### src/rtl/sram_arb_pkg.sv
// ============================================================================
//  Module      : sram_arb_pkg
//  Description : Shared types and helpers for the two-port SRAM arbiter.
//  Revision    : 1.0 - initial release
// ============================================================================
`default_nettype none

package sram_arb_pkg;

    typedef enum logic {
        PORT_A = 1'b0,
        PORT_B = 1'b1
    } port_id_e;

    localparam int unsigned SRAM_ARB_ADDR_WIDTH = 32;
    localparam int unsigned SRAM_ARB_DATA_WIDTH = 64;
    localparam int unsigned SRAM_ARB_STRB_WIDTH = SRAM_ARB_DATA_WIDTH >> 3;

    // Reference layouts at the default widths; the top re-declares them at its own widths.
    typedef struct packed {
        logic                           we;
        logic [SRAM_ARB_ADDR_WIDTH-1:0] addr;
        logic [SRAM_ARB_DATA_WIDTH-1:0] wdata;
        logic [SRAM_ARB_STRB_WIDTH-1:0] strb;
    } sram_req_t;

    typedef struct packed {
        logic                           rvalid;
        logic [SRAM_ARB_DATA_WIDTH-1:0] rdata;
    } sram_rsp_t;

    function automatic port_id_e other_port(input port_id_e id);
        return (id == PORT_A) ? PORT_B : PORT_A;
    endfunction

endpackage

`default_nettype wire

### src/rtl/sram_arb_rr.sv
// ============================================================================
//  Module      : sram_arb_rr
//  Description : Two-way round-robin grant with a hold-lock for port B.
//  Revision    : 1.0 - initial release
// ============================================================================
`default_nettype none

module sram_arb_rr
    import sram_arb_pkg::*;
(
    input  logic clk,
    input  logic rst_n,
    input  logic i_a_req,
    input  logic i_b_req,
    input  logic i_b_lock,
    output logic o_a_gnt,
    output logic o_b_gnt
);

    port_id_e r_last;
    logic     r_lock;
    logic     w_b_wins;

    // B wins when alone, when holding the lock, or when it is B's round-robin turn.
    assign w_b_wins = i_b_req & (~i_a_req | r_lock | (other_port(r_last) == PORT_B));
    assign o_b_gnt  = w_b_wins;
    assign o_a_gnt  = i_a_req & ~w_b_wins;

    always_ff @(posedge clk or negedge rst_n) begin
        if (!rst_n) begin
            r_last <= PORT_B;
            r_lock <= 1'b0;
        end else begin
            r_lock <= o_b_gnt & i_b_lock;
            if (o_a_gnt | o_b_gnt) begin
                r_last <= o_b_gnt ? PORT_B : PORT_A;
            end
        end
    end

endmodule

`default_nettype wire

### src/rtl/sram_port_arbiter.sv
// ============================================================================
//  Module      : sram_port_arbiter
//  Description : Shares one 1-cycle-latency SRAM between a core port (A) and a
//                loader/debug port (B). Taint tracking is compiled in when the
//                macro SRAM_ARB_TAINT_EN is defined; otherwise _t0 outputs are 0.
//  Revision    : 1.0 - initial release
// ============================================================================
`default_nettype none

module sram_port_arbiter
    import sram_arb_pkg::*;
#(
    parameter int unsigned AddrWidth = 32,
    parameter int unsigned DataWidth = 64,
    parameter int unsigned StrbWidth = DataWidth >> 3
) (
    input  logic                 clk_i,
    input  logic                 rst_ni,
    // port A
    input  logic                 a_req_i,
    input  logic                 a_we_i,
    input  logic [AddrWidth-1:0] a_addr_i,
    input  logic [DataWidth-1:0] a_wdata_i,
    input  logic [StrbWidth-1:0] a_strb_i,
    output logic                 a_gnt_o,
    output logic                 a_rvalid_o,
    output logic [DataWidth-1:0] a_rdata_o,
    input  logic                 a_req_i_t0,
    input  logic                 a_we_i_t0,
    input  logic [AddrWidth-1:0] a_addr_i_t0,
    input  logic [DataWidth-1:0] a_wdata_i_t0,
    input  logic [StrbWidth-1:0] a_strb_i_t0,
    output logic                 a_gnt_o_t0,
    output logic                 a_rvalid_o_t0,
    output logic [DataWidth-1:0] a_rdata_o_t0,
    // port B
    input  logic                 b_req_i,
    input  logic                 b_we_i,
    input  logic [AddrWidth-1:0] b_addr_i,
    input  logic [DataWidth-1:0] b_wdata_i,
    input  logic [StrbWidth-1:0] b_strb_i,
    input  logic                 b_lock_i,
    output logic                 b_gnt_o,
    output logic                 b_rvalid_o,
    output logic [DataWidth-1:0] b_rdata_o,
    input  logic                 b_req_i_t0,
    input  logic                 b_we_i_t0,
    input  logic [AddrWidth-1:0] b_addr_i_t0,
    input  logic [DataWidth-1:0] b_wdata_i_t0,
    input  logic [StrbWidth-1:0] b_strb_i_t0,
    input  logic                 b_lock_i_t0,
    output logic                 b_gnt_o_t0,
    output logic                 b_rvalid_o_t0,
    output logic [DataWidth-1:0] b_rdata_o_t0,
    // shared SRAM
    output logic                 sram_req_o,
    output logic                 sram_we_o,
    output logic [AddrWidth-1:0] sram_addr_o,
    output logic [DataWidth-1:0] sram_wdata_o,
    output logic [StrbWidth-1:0] sram_strb_o,
    input  logic [DataWidth-1:0] sram_rdata_i,
    output logic                 sram_req_o_t0,
    output logic                 sram_we_o_t0,
    output logic [AddrWidth-1:0] sram_addr_o_t0,
    output logic [DataWidth-1:0] sram_wdata_o_t0,
    output logic [StrbWidth-1:0] sram_strb_o_t0,
    input  logic [DataWidth-1:0] sram_rdata_i_t0
);

    typedef struct packed {
        logic                 we;
        logic [AddrWidth-1:0] addr;
        logic [DataWidth-1:0] wdata;
        logic [StrbWidth-1:0] strb;
    } port_req_t;

    logic      w_a_gnt;
    logic      w_b_gnt;
    port_id_e  w_winner;
    port_req_t w_a_fields;
    port_req_t w_b_fields;
    port_req_t w_sel;
    logic      r_rsp_valid;
    port_id_e  r_rsp_owner;
    logic      w_unused_t0;

    sram_arb_rr u_rr (
        .clk      (clk_i),
        .rst_n    (rst_ni),
        .i_a_req  (a_req_i),
        .i_b_req  (b_req_i),
        .i_b_lock (b_lock_i),
        .o_a_gnt  (w_a_gnt),
        .o_b_gnt  (w_b_gnt)
    );

    assign a_gnt_o    = w_a_gnt;
    assign b_gnt_o    = w_b_gnt;
    assign w_winner   = w_b_gnt ? PORT_B : PORT_A;
    assign sram_req_o = a_req_i | b_req_i;

    assign w_a_fields = '{we: a_we_i, addr: a_addr_i, wdata: a_wdata_i, strb: a_strb_i};
    assign w_b_fields = '{we: b_we_i, addr: b_addr_i, wdata: b_wdata_i, strb: b_strb_i};

    // Idle bus is driven to zero so nothing leaks out while no one is requesting.
    always_comb begin
        w_sel = '0;
        if (sram_req_o) begin
            w_sel = w_b_gnt ? w_b_fields : w_a_fields;
        end
    end

    assign sram_we_o    = w_sel.we;
    assign sram_addr_o  = w_sel.addr;
    assign sram_wdata_o = w_sel.wdata;
    assign sram_strb_o  = w_sel.strb;

    always_ff @(posedge clk_i or negedge rst_ni) begin
        if (!rst_ni) begin
            r_rsp_valid <= 1'b0;
            r_rsp_owner <= PORT_A;
        end else begin
            r_rsp_valid <= sram_req_o;
            r_rsp_owner <= w_winner;
        end
    end

    assign a_rvalid_o = r_rsp_valid & (r_rsp_owner == PORT_A);
    assign b_rvalid_o = r_rsp_valid & (r_rsp_owner == PORT_B);
    assign a_rdata_o  = a_rvalid_o ? sram_rdata_i : '0;
    assign b_rdata_o  = b_rvalid_o ? sram_rdata_i : '0;

`ifdef SRAM_ARB_TAINT_EN
    port_req_t w_a_t0;
    port_req_t w_b_t0;
    port_req_t w_sel_t0;
    logic      w_both_req;
    logic      r_a_rvalid_t0;
    logic      r_b_rvalid_t0;

    assign w_a_t0 = '{we: a_we_i_t0, addr: a_addr_i_t0, wdata: a_wdata_i_t0, strb: a_strb_i_t0};
    assign w_b_t0 = '{we: b_we_i_t0, addr: b_addr_i_t0, wdata: b_wdata_i_t0, strb: b_strb_i_t0};

    always_comb begin
        w_sel_t0 = '0;
        if (sram_req_o) begin
            w_sel_t0 = w_b_gnt ? w_b_t0 : w_a_t0;
        end
    end

    assign sram_req_o_t0   = w_b_gnt ? b_req_i_t0 : a_req_i_t0;
    assign sram_we_o_t0    = w_sel_t0.we;
    assign sram_addr_o_t0  = w_sel_t0.addr;
    assign sram_wdata_o_t0 = w_sel_t0.wdata;
    assign sram_strb_o_t0  = w_sel_t0.strb;

    // Under contention either request's taint can flip who gets the grant.
    assign w_both_req = a_req_i & b_req_i;
    assign a_gnt_o_t0 = w_both_req ? (a_req_i_t0 | b_req_i_t0) : a_req_i_t0;
    assign b_gnt_o_t0 = w_both_req ? (a_req_i_t0 | b_req_i_t0) : b_req_i_t0;

    always_ff @(posedge clk_i or negedge rst_ni) begin
        if (!rst_ni) begin
            r_a_rvalid_t0 <= 1'b0;
            r_b_rvalid_t0 <= 1'b0;
        end else begin
            r_a_rvalid_t0 <= a_gnt_o_t0;
            r_b_rvalid_t0 <= b_gnt_o_t0;
        end
    end

    assign a_rvalid_o_t0 = r_a_rvalid_t0;
    assign b_rvalid_o_t0 = r_b_rvalid_t0;
    assign a_rdata_o_t0  = a_rvalid_o ? sram_rdata_i_t0 : '0;
    assign b_rdata_o_t0  = b_rvalid_o ? sram_rdata_i_t0 : '0;
    assign w_unused_t0   = b_lock_i_t0;
`else
    assign sram_req_o_t0   = 1'b0;
    assign sram_we_o_t0    = 1'b0;
    assign sram_addr_o_t0  = '0;
    assign sram_wdata_o_t0 = '0;
    assign sram_strb_o_t0  = '0;
    assign a_gnt_o_t0      = 1'b0;
    assign b_gnt_o_t0      = 1'b0;
    assign a_rvalid_o_t0   = 1'b0;
    assign b_rvalid_o_t0   = 1'b0;
    assign a_rdata_o_t0    = '0;
    assign b_rdata_o_t0    = '0;
    assign w_unused_t0     = ^{a_req_i_t0, a_we_i_t0, a_addr_i_t0, a_wdata_i_t0, a_strb_i_t0,
                               b_req_i_t0, b_we_i_t0, b_addr_i_t0, b_wdata_i_t0, b_strb_i_t0,
                               b_lock_i_t0, sram_rdata_i_t0};
`endif

endmodule

`default_nettype wire

### config.mk
export PLATFORM = sky130hd
export DESIGN_NAME = sram_port_arbiter
export DESIGN_NICKNAME = d
export VERILOG_FILES = /design/src/rtl/sram_arb_pkg.sv /design/src/rtl/sram_arb_rr.sv /design/src/rtl/sram_port_arbiter.sv
export SDC_FILE = /design/constraint.sdc
export NUM_CORES = 1
export LEC_CHECK = 0
export ABC_CLOCK_PERIOD_IN_PS = 1900
export BUFFER_PORTS_ARGS = -buffer_cell sky130_fd_sc_hd__buf_2
export CAP_MARGIN = 10
export CORE_AREA = 2 2 401 403
export CTS_CLUSTER_SIZE = 10
export DETAILED_ROUTE_END_ITERATION = 8
export DIE_AREA = 0 0 403 405
export SLEW_MARGIN = 0
export SYNTH_ARGS = -nofsm -noshare
export SYNTH_HDL_FRONTEND = slang
export SYNTH_SLANG_ARGS = --single-unit
### constraint.sdc
create_clock -name clk_i -period 1.9 [get_ports clk_i]
set_input_delay 0 -clock clk_i [delete_from_list [all_inputs] [get_ports clk_i]]
set_output_delay 0 -clock clk_i [all_outputs]
set_load 0.02 [all_outputs]
# Word-level counts from Yosys, hierarchy flattened
# Index checks and enable logic that the tools add are counted.
totals:
  regBits: 4
  input_bits: 556
  out_inout_bits: 476
  word_cells: 22
op_classes:
  mux: 6
  n_bitwise: 12
op_table:
  columns: ["op", "count"]
  rows:
  - ["two-way mux 105 bit", 2]
  - ["two-way mux 64 bit", 2]
  - ["bitwise AND 1 bit", 5]
  - ["bitwise OR 1 bit", 4]
  - ["inverter 1 bit", 3]
  - ["two-way mux 1 bit", 2]

# Depth between registers and ports, before layout
# Gate-level depths: netlist of run 1.
depth:
  depth_word: 7
  depth_mapped: 6
  ltp_nobuf: 3

# Cells and area by module
# From an unflattened synthesis of run 1, not the netlist that was laid out.
hier_totals:
  hier_cells: 636
  area_unflattened_um2: 4505.6
by_module_without_submodules:
  columns: ["module", "n_inst", "cells_each", "area_per_inst_um2", "seq_area_each_um2"]
  rows:
  - ["sram_port_arbiter", 1, 627, 4410.5, 50.0]
  - ["sram_arb_rr", 1, 9, 95.1, 51.3]

# Worst setup path after synthesis of run 1
# Ideal clock, no wire load.
synth_path:
  path_type: "register to output"
  startpoint: "reg u_rr.r_last"
  endpoint: "out sram_addr_o[0]"
  t_arrival_ns: 1.431
  required_time_ns: 1.900
  setup_slack_ns: 0.469
  path_stages_with_launch: 7
  n_path_buf: 3
  path_cell_list: "dfstp_2 -> nand3b_1 -> and2_1 -> buf_2 -> buf_6 -> buf_6 -> a22o_1"
synth_between:
  elab_chain_cells: 5
synth_rtl:
  columns: ["item", "line", "text"]
  rows:
  - ["from (decl)", "sram_arb_rr.sv:20", "port_id_e r_last;"]
  - ["from (signal assigned)", "sram_arb_rr.sv:36", "r_last <= o_b_gnt ? PORT_B : PORT_A;"]
  - ["two-way mux 1 bit", "sram_arb_pkg.sv:33", "return (id == PORT_A) ? PORT_B : PORT_A;"]
  - ["bitwise OR 1 bit", "sram_arb_rr.sv:25", "assign w_b_wins = i_b_req & (~i_a_req | r_lock | (other_port(r_last) == PORT_B));"]
  - ["bitwise AND 1 bit", "sram_arb_rr.sv:25", null]
  - ["two-way mux 105 bit", "sram_port_arbiter.sv:109", "w_sel = w_b_gnt ? w_b_fields : w_a_fields;"]
  - ["two-way mux 105 bit", "sram_port_arbiter.sv:108", "if (sram_req_o) begin"]
  - ["to (decl)", "sram_port_arbiter.sv:58", "output logic [AddrWidth-1:0] sram_addr_o,"]
# Every way passes these cells.

# Worst setup path in the final report of run 1
layout_path:
  startpoint: "reg u_rr.r_last"
  endpoint: "out sram_wdata_o[7]"
layout_between:
  elab_chain_cells: 5
layout_rtl:
  columns: ["item", "line", "text"]
  rows:
  - ["two-way mux 1 bit", "sram_arb_pkg.sv:33", null]
  - ["bitwise OR 1 bit", "sram_arb_rr.sv:25", null]
  - ["bitwise AND 1 bit", "sram_arb_rr.sv:25", null]
  - ["two-way mux 105 bit", "sram_port_arbiter.sv:109", null]
  - ["two-way mux 105 bit", "sram_port_arbiter.sv:108", null]
  - ["to (decl)", "sram_port_arbiter.sv:59", "output logic [DataWidth-1:0] sram_wdata_o,"]
# Every way passes these cells.

==> results of run 1 <==
-- synth_stat cells (all sizes together) --
| cell type | number | area [um2] |
|---|---|---|
| nor2b | 1 | 6.26 |
| nand2b | 1 | 6.26 |
| a21boi | 1 | 11.3 |
| nand2 | 1 | 3.75 |
| inv | 1 | 3.75 |
| buf | 255 | 1910 |
| clkbuf | 27 | 101 |
| and2 | 66 | 413 |
| and3 | 65 | 407 |
| dfrtp | 3 | 75.1 |
| dfstp | 1 | 26.3 |
| or2 | 1 | 6.26 |
| nand3b | 1 | 7.51 |
| conb | 1 | 3.75 |
| a22o | 105 | 920 |
| o21ai | 1 | 5.00 |
-- metrics by stage --
step	setup TNS, ns	area (um2)	util [%]	power [uW]	cells
after CTS	-0.975	9080	5.70	3690	3122
final	-2.58	9500	5.96	3810	3136
after global routing	-12.14	9500	5.96	4060	3135
after detailed placement	0	8630	5.42	3140	3111
after global placement	0	8630	5.42	3140	3111
after floorplan	0	4790	-	1990	768
-- final timing paths --
check | startpoint | endpoint | slack, ns | cells after the start
worst min-delay path | b_lock_i | u_rr.r_lock | 0.02 | 2
worst min register to register | u_rr.r_last | u_rr.r_last | 0.50 | 2
worst max register to register | u_rr.r_last | r_rsp_owner | 0.46 | 4
worst max-delay path | u_rr.r_last | sram_wdata_o[7] | -0.07 | 7
min in group asynchronous | rst_ni | u_rr.r_lock | 0.12 | 2
max in group asynchronous | rst_ni | u_rr.r_last | 1.58 | 2
-- sequential cells by signal, summed over array words and instances, names as in the netlist --
register / flops
r_rsp_owner: 1
r_rsp_valid: 1
u_rr.r_last: 1
u_rr.r_lock: 1
-- cell families (layout without fill, tap and decap cells) --
logic type | count (synthesis) | in the layout
flops | 4 | 4
simple gates | 136 | 137
other cells | 1 | 242
buf+inv | 283 | 560
compound gates | 107 | 107
-- worst max-delay path: cells and delay by family (launching register included) --
kind	cells	cell delay, ns
buffers and inverters	4	0.70
DFF	1	0.54
AOI/OAI and AO/OA	2	0.33
and+or+nand+nor	1	0.11
-- metal layers --
| metal | global-route usage, % | wire length (um) |
|---|---|---|
| met1 | 7.49 | 22800 |
| met2 | 12.2 | 29400 |
| met3 | 3.35 | 8340 |
| met4 | 0.618 | 1620 |
| met5 | 0 | 445 |
-- report_power, final --
group | switching [uW] | internal (uW) | total (uW)
clock network | 63.7 | 277 | 341
registers | 20.3 | 95.9 | 116
logic | 2100 | 1250 | 3350
total | 2180 | 1620 | 3810
-- timing repair --
item	CTS	global route
setup buffers	3	3
resized for setup	66	63
cloned	2	8
pin swaps	2	10
setup endpoints to repair	65	103
endpoints found under the hold margin	5	0
hold buffers	2	0
-- area by class of cell --
type                       count  share of cell area (%)
antenna                        4                   0.105
clock buffer                   4                   0.830
inverter                       1                  0.0395
multi-input combinational    482                    30.9
sequential                     4                    1.09
tap                         2086                    27.5
timing repair buffer         555                    39.6
==> results by stage, run 1 <==
Timing:
- Across all setup checks in the final design, the least slack found is -0.0737 ns.
- Setup repair after global routing could not meet its margin everywhere.
- The number of hold-slack violations in the final timing report is 0.
- The fraction of the cycle the final worst path needs is 104%.
- The max-slew violation count was 0.
- The achievable clock frequency is 0.507 GHz.
- On the final layout, the worst clock skew is 0.000181 ns.
- The clock period minus worst slack is 1.97 ns.
- Headroom to the max-slew limit came out at 65.6%.
- Final hold analysis gives a worst-case slack of 0.0236 ns.
- Setup violations remaining at the end of the flow were counted as 84.
- The slew of the pin with the lowest slew margin is 0.515 ns.

Synth:
- The synthesized-area fraction occupied by xor and xnor cells is 0%.
- The largest family of logic cells by synthesized area is buffers and inverters.
- The post-synthesis average cell area is 7.35 um2.
- The flop and latch count out of synthesis is 4.
- The share of synthesized area spent on multiplexers is 0%.
- Summing the areas of all compound-gate instances in the mapped netlist gives 24.0% of the synthesized area.
- Summing the sequential cell areas from Yosys gives 2.60% of the chip area.
- The mapped netlist covers 0.00390 mm2.
- The Yosys step of the flow raised 0 warnings.
- The synthesized netlist devotes 21.8% of its cell area to simple gates.
- In the synthesized netlist, the number of instances is 531.
- The number of distinct library cells after synthesis is 18.
- The adder-cell share of the synthesized area is 0%.

Placed design:
- The HPWL after detailed placement is 56500 um.
- At the placement stage, the worst setup path has a slack of 0.0548 ns.
- The routability congestion estimate is 0.776.
- The count of buffers inserted at the top-level ports is 516.

Routing:
- In the final routed layout, each cell accounts on average for 19.9 um.
- The average vias per placed instance is 1.86.
- The final wirelength is 62500 um.
- The violation count after the first detailed-routing iteration is 235.
- The DRC violation count after routing is 0.
- The first-pass iteration count of the detailed router is 4.
- Summing over every cut layer, the via total after detailed routing is 5838.
- The number of nets still failing antenna checks after routing is 0.

Floorplanning:
- The number of top-level pins is 1032.
- The height of the die is 405 um.
- The effective utilization at floorplan is 2.45%.
- The area of the core region is 0.159 mm2.
- The horizontal die dimension is 403 um.
- The floorplan step defined a die boundary enclosing 0.163 mm2.
- The row count is 147.

Critical path:
- The category of the critical setup timing path is register to output port.
- STA puts the critical path data arrival time at 1.97 ns.
- The largest fanout on the critical path is 11.
- STA classifies the critical path endpoint as an output port.
- STA puts the critical path data required time at 1.90 ns.
- The worst setup path is launched from a register.
- The library cell contributing the largest single delay on the critical path is dfstp_2.
- The maximum cell stage delay along the critical path is 0.54 ns.
- Walking the worst path, the cells encountered are nand2b_1, a21boi_4, buf_4, buf_12, buf_6, a22o_1, buf_2.

Clock tree:
- Clock tree synthesis found a total of 4 sinks.
- The longest clock path from root to sink contains 2 buffers.
- TritonCTS created 3 clock buffers.
- After clock tree synthesis, the clock-pin slew on the worst setup and hold paths is 0.03 ns.
- For the worst-skew pair, the clock arrives at the later sink with an insertion delay of 0.23 ns.
- The level count of the clock H-tree is 1.
- Clock tree synthesis selected as its root buffer the cell clkbuf_16.
- TritonCTS built the clock tree.

Cells and area:
- Summing all multi-input logic gate instances after layout gives 0.00293 mm2.
- The number of filler instances in the final layout is 18.9k.
- Relative to the synthesized area, the layout overhead comes to 143%.
- The most common library cell in the layout ignoring fill and taps is buf_2.
- In the final layout, the share of cells above drive strength 1 is 56.4%.
- The library cells used most frequently in the layout, excluding fill and tap cells, are buf_2, conb_1, a22o_1, and2_1, and3_1.
- The final layout contains 1603 nets.
- The area used by sequential logic in the layout is 104 um2.

Status:
- The run finished, with violations left.
- The checks that failed: negative setup slack.

Run:
- The total of max-cap violations is 0.

Global routing:
- The initial antenna violation count is 98.
- The via count of the first global-routing pass is 4320.
- The remaining global-route overflow is 0.
- The total routing resource utilization after global routing is 6.83%.
- Entering global routing, the biggest net connects 46 pins.
- The first global-routing pass estimated 66500 um of wire.

Min path:
- The min-delay analysis places its worst path in the category input port to register.

Pwr:
- The cell leakage power is 0.00462 uW.
- The power per cell area is 401 mW/mm2.
- The worst-case IR drop observed on VDD is 0.256 mV.
Power figures use the tool's default switching activity.
==> run 2: changes to the inputs <==
--- a/config.mk
+++ b/config.mk
@@ -5,14 +5,15 @@
 export SDC_FILE = /design/constraint.sdc
 export NUM_CORES = 1
 export LEC_CHECK = 0
-export ABC_CLOCK_PERIOD_IN_PS = 1900
+export ABC_CLOCK_PERIOD_IN_PS = 2400
 export BUFFER_PORTS_ARGS = -buffer_cell sky130_fd_sc_hd__buf_2
 export CAP_MARGIN = 10
-export CORE_AREA = 2 2 401 403
+export CORE_AREA = 2 2 396 398
 export CTS_CLUSTER_SIZE = 10
 export DETAILED_ROUTE_END_ITERATION = 8
-export DIE_AREA = 0 0 403 405
+export DIE_AREA = 0 0 398 400
 export SLEW_MARGIN = 0
 export SYNTH_ARGS = -nofsm -noshare
 export SYNTH_HDL_FRONTEND = slang
+export SYNTH_HIERARCHICAL = 1
 export SYNTH_SLANG_ARGS = --single-unit
==> constraint.sdc (replaced) <==
create_clock -name clk_i -period 2.4 [get_ports clk_i]
set_input_delay 0 -clock clk_i [delete_from_list [all_inputs] [get_ports clk_i]]
set_output_delay 0 -clock clk_i [all_outputs]
set_load 0.02 [all_outputs]
==> run 2 against run 1 <==
The run now ends clean. Clock skew grew 0.0018 ns. Clock power shrank 13%. Hold slack got worse by 0.0057 ns. Power is 24% lower. Design area down 4.0%. Non-clock buffer count is 15 lower. Critical path type unchanged.
==> results by stage, run 2 <==
Status:
- The flow ran to the end, and the final reports show no timing, DRC or antenna violations.

Routing:
- In this run, the number of DRC markers left after iteration 0 of detailed routing was 273.
- The final layout contains routed wiring with a total length of 63200 um.
- For this run, design rule violations remaining after detail routing come to 0.
- The first detailed-routing pass took 4 iterations.
- In this run the remaining antenna-violating nets after routing total 0.
- The overall via count from detail_route is 5821.
- After detailed routing, the average wire length per cell comes to 19.7 um.
- After detailed routing, the number of vias per cell comes to 1.82.

Synth:
- Counting instances in the post-synthesis netlist gives the leading cell types as buf_4, mux2i_1, nor2_1.
- The number of cells produced by synthesis is 636.
- The average instance in the mapped netlist occupies 7.08 um2.
- The most area-hungry cell type in the Yosys netlist is buf_4.
- For this run, the number of Yosys warnings is 6.
- By area the synthesized netlist is led by buf_4, mux2i_1, and2_1.
- The flop and latch count out of synthesis is 4.
- The fraction of synthesized cell area taken by the top area cell type is 40.8%.
- Among all cell types in the netlist, the one instantiated most often is buf_4.
- Summing the sequential cell areas from Yosys gives 2.25% of the chip area.
- The number of flops mapped to enable cells by yosys is 0.
- After synthesis, the share of flip-flops with an asynchronous set or reset is 100%.
- Synthesis instantiated 20 different standard cells from the library.
- The most used flip-flop cell after synthesis is dfrtp_1.
- The mapped cell area is 0.00451 mm2.

Timing:
- At the pin with the least slew margin, the transition time is 0.899 ns.
- The achievable clock frequency is 0.427 GHz.
- Setup repair after global routing left no endpoint under its margin.
- Of the available clock period, the critical path in the final layout requires 97.7%.
- Hold is met by 0.0179 ns.
- The clock period minus worst slack is 2.34 ns.
- Setup violations remaining at the end of the flow were counted as 0.
- The number of hold-slack violations in the final timing report came to 0.
- The final setup TNS is 0 ns.
- The max-slew violation count is 0.
- The relative slew slack is 38.3%.
- The setup clock skew after layout is 0.00199 ns.

Critical path:
- The number of buffers and inverters on the critical path is 3.
- Data on the critical path arrives at its endpoint at 2.34 ns.
- STA puts the critical path data required time at 2.40 ns.
- The endpoint identified for the worst register-to-register timing path is r_rsp_owner.
- The signal on the critical path passes through nand3b_1, and2_4, buf_12, buf_4, mux2i_1, nor2_1, buf_2.
- The element type at the critical path start is a register.
- The most critical setup path has its startpoint at u_rr/r_last.
- The slowest stage of the critical path belongs to the cell mux2i_1.
- The dominant delay contributor by cell family on the critical path is multiplexers.
- The start of the worst register-to-register path is u_rr/r_last.
- The most critical setup path has its endpoint at sram_wdata_o[12].
- The number of cells on the critical path is 7.
- The maximum cell stage delay along the critical path is 0.69 ns.
- The category of the critical setup timing path is register to output port.
- The largest fanout on the critical path is 9.
- The cell count of the worst reg-to-reg path is 3.
- The reg-to-reg setup timing slack is 0.95 ns.
- The worst setup path is captured at an output port.

Cells and area:
- Leaving out fill and tap cells, the most frequent cells in the layout are buf_2, conb_1, nor2_1, and2_1, and3_1.
- From synthesis to final layout, the design area changed by 102%.
- The most common library cell in the layout ignoring fill and taps is buf_2.
- The share of cells above drive strength 1 is 52.2%.
- Once layout is complete, the cells apart from fillers number 3201.
- After the last flow step, the layout net total stands at 1693.
- The area used by sequential logic in the layout is 104 um2.
- Summing all multi-input logic gate instances after layout gives 0.00348 mm2.
- The number of filler instances in the final layout is 18.5k.

Floorplanning:
- The die area is 0.159 mm2.
- The row count is 145.
- The die is 400 um tall.
- The area of the core region is 0.155 mm2.
- The initial utilization of the core area, before any placement, comes to 2.90%.
- During I/O placement, the number of pins put on the boundary was 1032.
- The horizontal die dimension is 398 um.

Clock tree:
- After clock tree synthesis, the clock-pin slew on the worst setup and hold paths is 0.04 ns.
- The later pin in the worst-skew pair is clocked with a latency of 0.24 ns.
- The CTS tree is built.
- The clock sink count is 4.
- The buffer levels on the longest clock path is 2.
- In this run, CTS created clock tree buffers numbering 3.
- CTS built an H-tree with a depth of 1.
- The tree is rooted in a clkbuf_16.

Global routing:
- For this run the aggregate overflow at the end of global routing stands at 0.
- The maximum number of pins on one net before global-route repair is 59.
- The via count of the first global-routing pass is 4924.
- In the global route stage, overall resource usage came out at 7.49%.
- The initial antenna violation count came to 58.
- The first global-routing pass estimated 71300 um of wire.

Pwr:
- The power per cell area is 318 mW/mm2.
- The largest voltage drop on the vdd net is 0.154 mV.
- The cell leakage power is 0.00451 uW.
- The sum of internal, switching and leakage power is 2900 uW.

Placed design:
- Detailed placement ended at an HPWL of 60000 um.
- The count of buffers added on input and output ports is 516.
- Once placement completed, the tool counted placed cells totaling 3185.
- The routability congestion estimate is 0.748.

Run:
- The tool flagged a number of max-cap violations equal to 0.

Min path:
- The class of the tightest hold or removal check is input port to register.
- The worst hold path begins at b_lock_i.
run 2: where the power goes:
| part | leakage, uW | internal, uW | switching, uW |
|---|---|---|---|
| clock | 0.0000382 | 222 | 75.7 |
| combinational | 0.00443 | 712 | 1810 |
| sequential | 0.0000442 | 76.0 | 5.70 |
| total | 0.00451 | 1010 | 1890 |
run 2: metrics by stage:
stage	setup WS (ns)	util [%]	area, um2
2_1_floorplan	0.689	-	5400
3_3_place_gp	-0.118	5.61	8710
3_5_place_dp	-0.114	5.61	8710
4_1_cts	0.0192	5.86	9100
5_1_grt	0.0197	5.87	9100
6_report	0.0563	5.88	9120
run 2: cell families after synthesis:
family	synth area share (%)
mux	23.3
buf+inv	46.5
other cells	0.0832
simple gates	27.6
flops	2.25
compound gates	0.305
run 2: worst min path at each step:
stage | to | cells after the start | slack (ns)
6_report | u_rr/r_lock | 2 | 0.02
5_1_grt | u_rr/r_lock | 2 | 0.04
4_1_cts | u_rr/r_lock | 2 | 0.01
3_5_place_dp | u_rr/r_lock | 1 | -0.13
3_3_place_gp | u_rr/r_lock | 1 | -0.14
2_1_floorplan | r_rsp_owner | 0 | -0.30
run 2: final cells by class:
| type | instances | share of cell area [%] |
|---|---|---|
| Inverter | 2 | 0.0823 |
| Multi-Input combinational cell | 586 | 38.2 |
| Sequential cell | 4 | 1.14 |
| Antenna cell | 7 | 0.192 |
| Tap cell | 2058 | 28.2 |
| Timing Repair Buffer | 540 | 31.3 |
| Clock buffer | 4 | 0.865 |
run 2: metal layers:
| metal | vias up | track usage [%] | wire length, um |
|---|---|---|---|
| met5 | - | 0 | 49 |
| met4 | 8 | 0.697 | 991 |
| met3 | 104 | 0.524 | 3060 |
| met2 | 566 | 13.0 | 29800 |
| met1 | 2568 | 10.4 | 29300 |
| li1 | 2575 | - | - |
run 2: what timing repair did:
action                                  in CTS  in global routing
buffers inserted                             3                  0
pin swaps                                    1                  0
endpoints found under the hold margin        4                  0
endpoints found under the setup margin      82                  1
hold buffers                                 1                  0
gates resized for setup                     54                  1
gates cloned                                 1                  0
run 2: worst reg2reg max path: stages, from the launching register on:
cell      delay (ns)
dfstp_2         0.53
nand3b_1        0.11
buf_4           0.18
and2_2          0.40
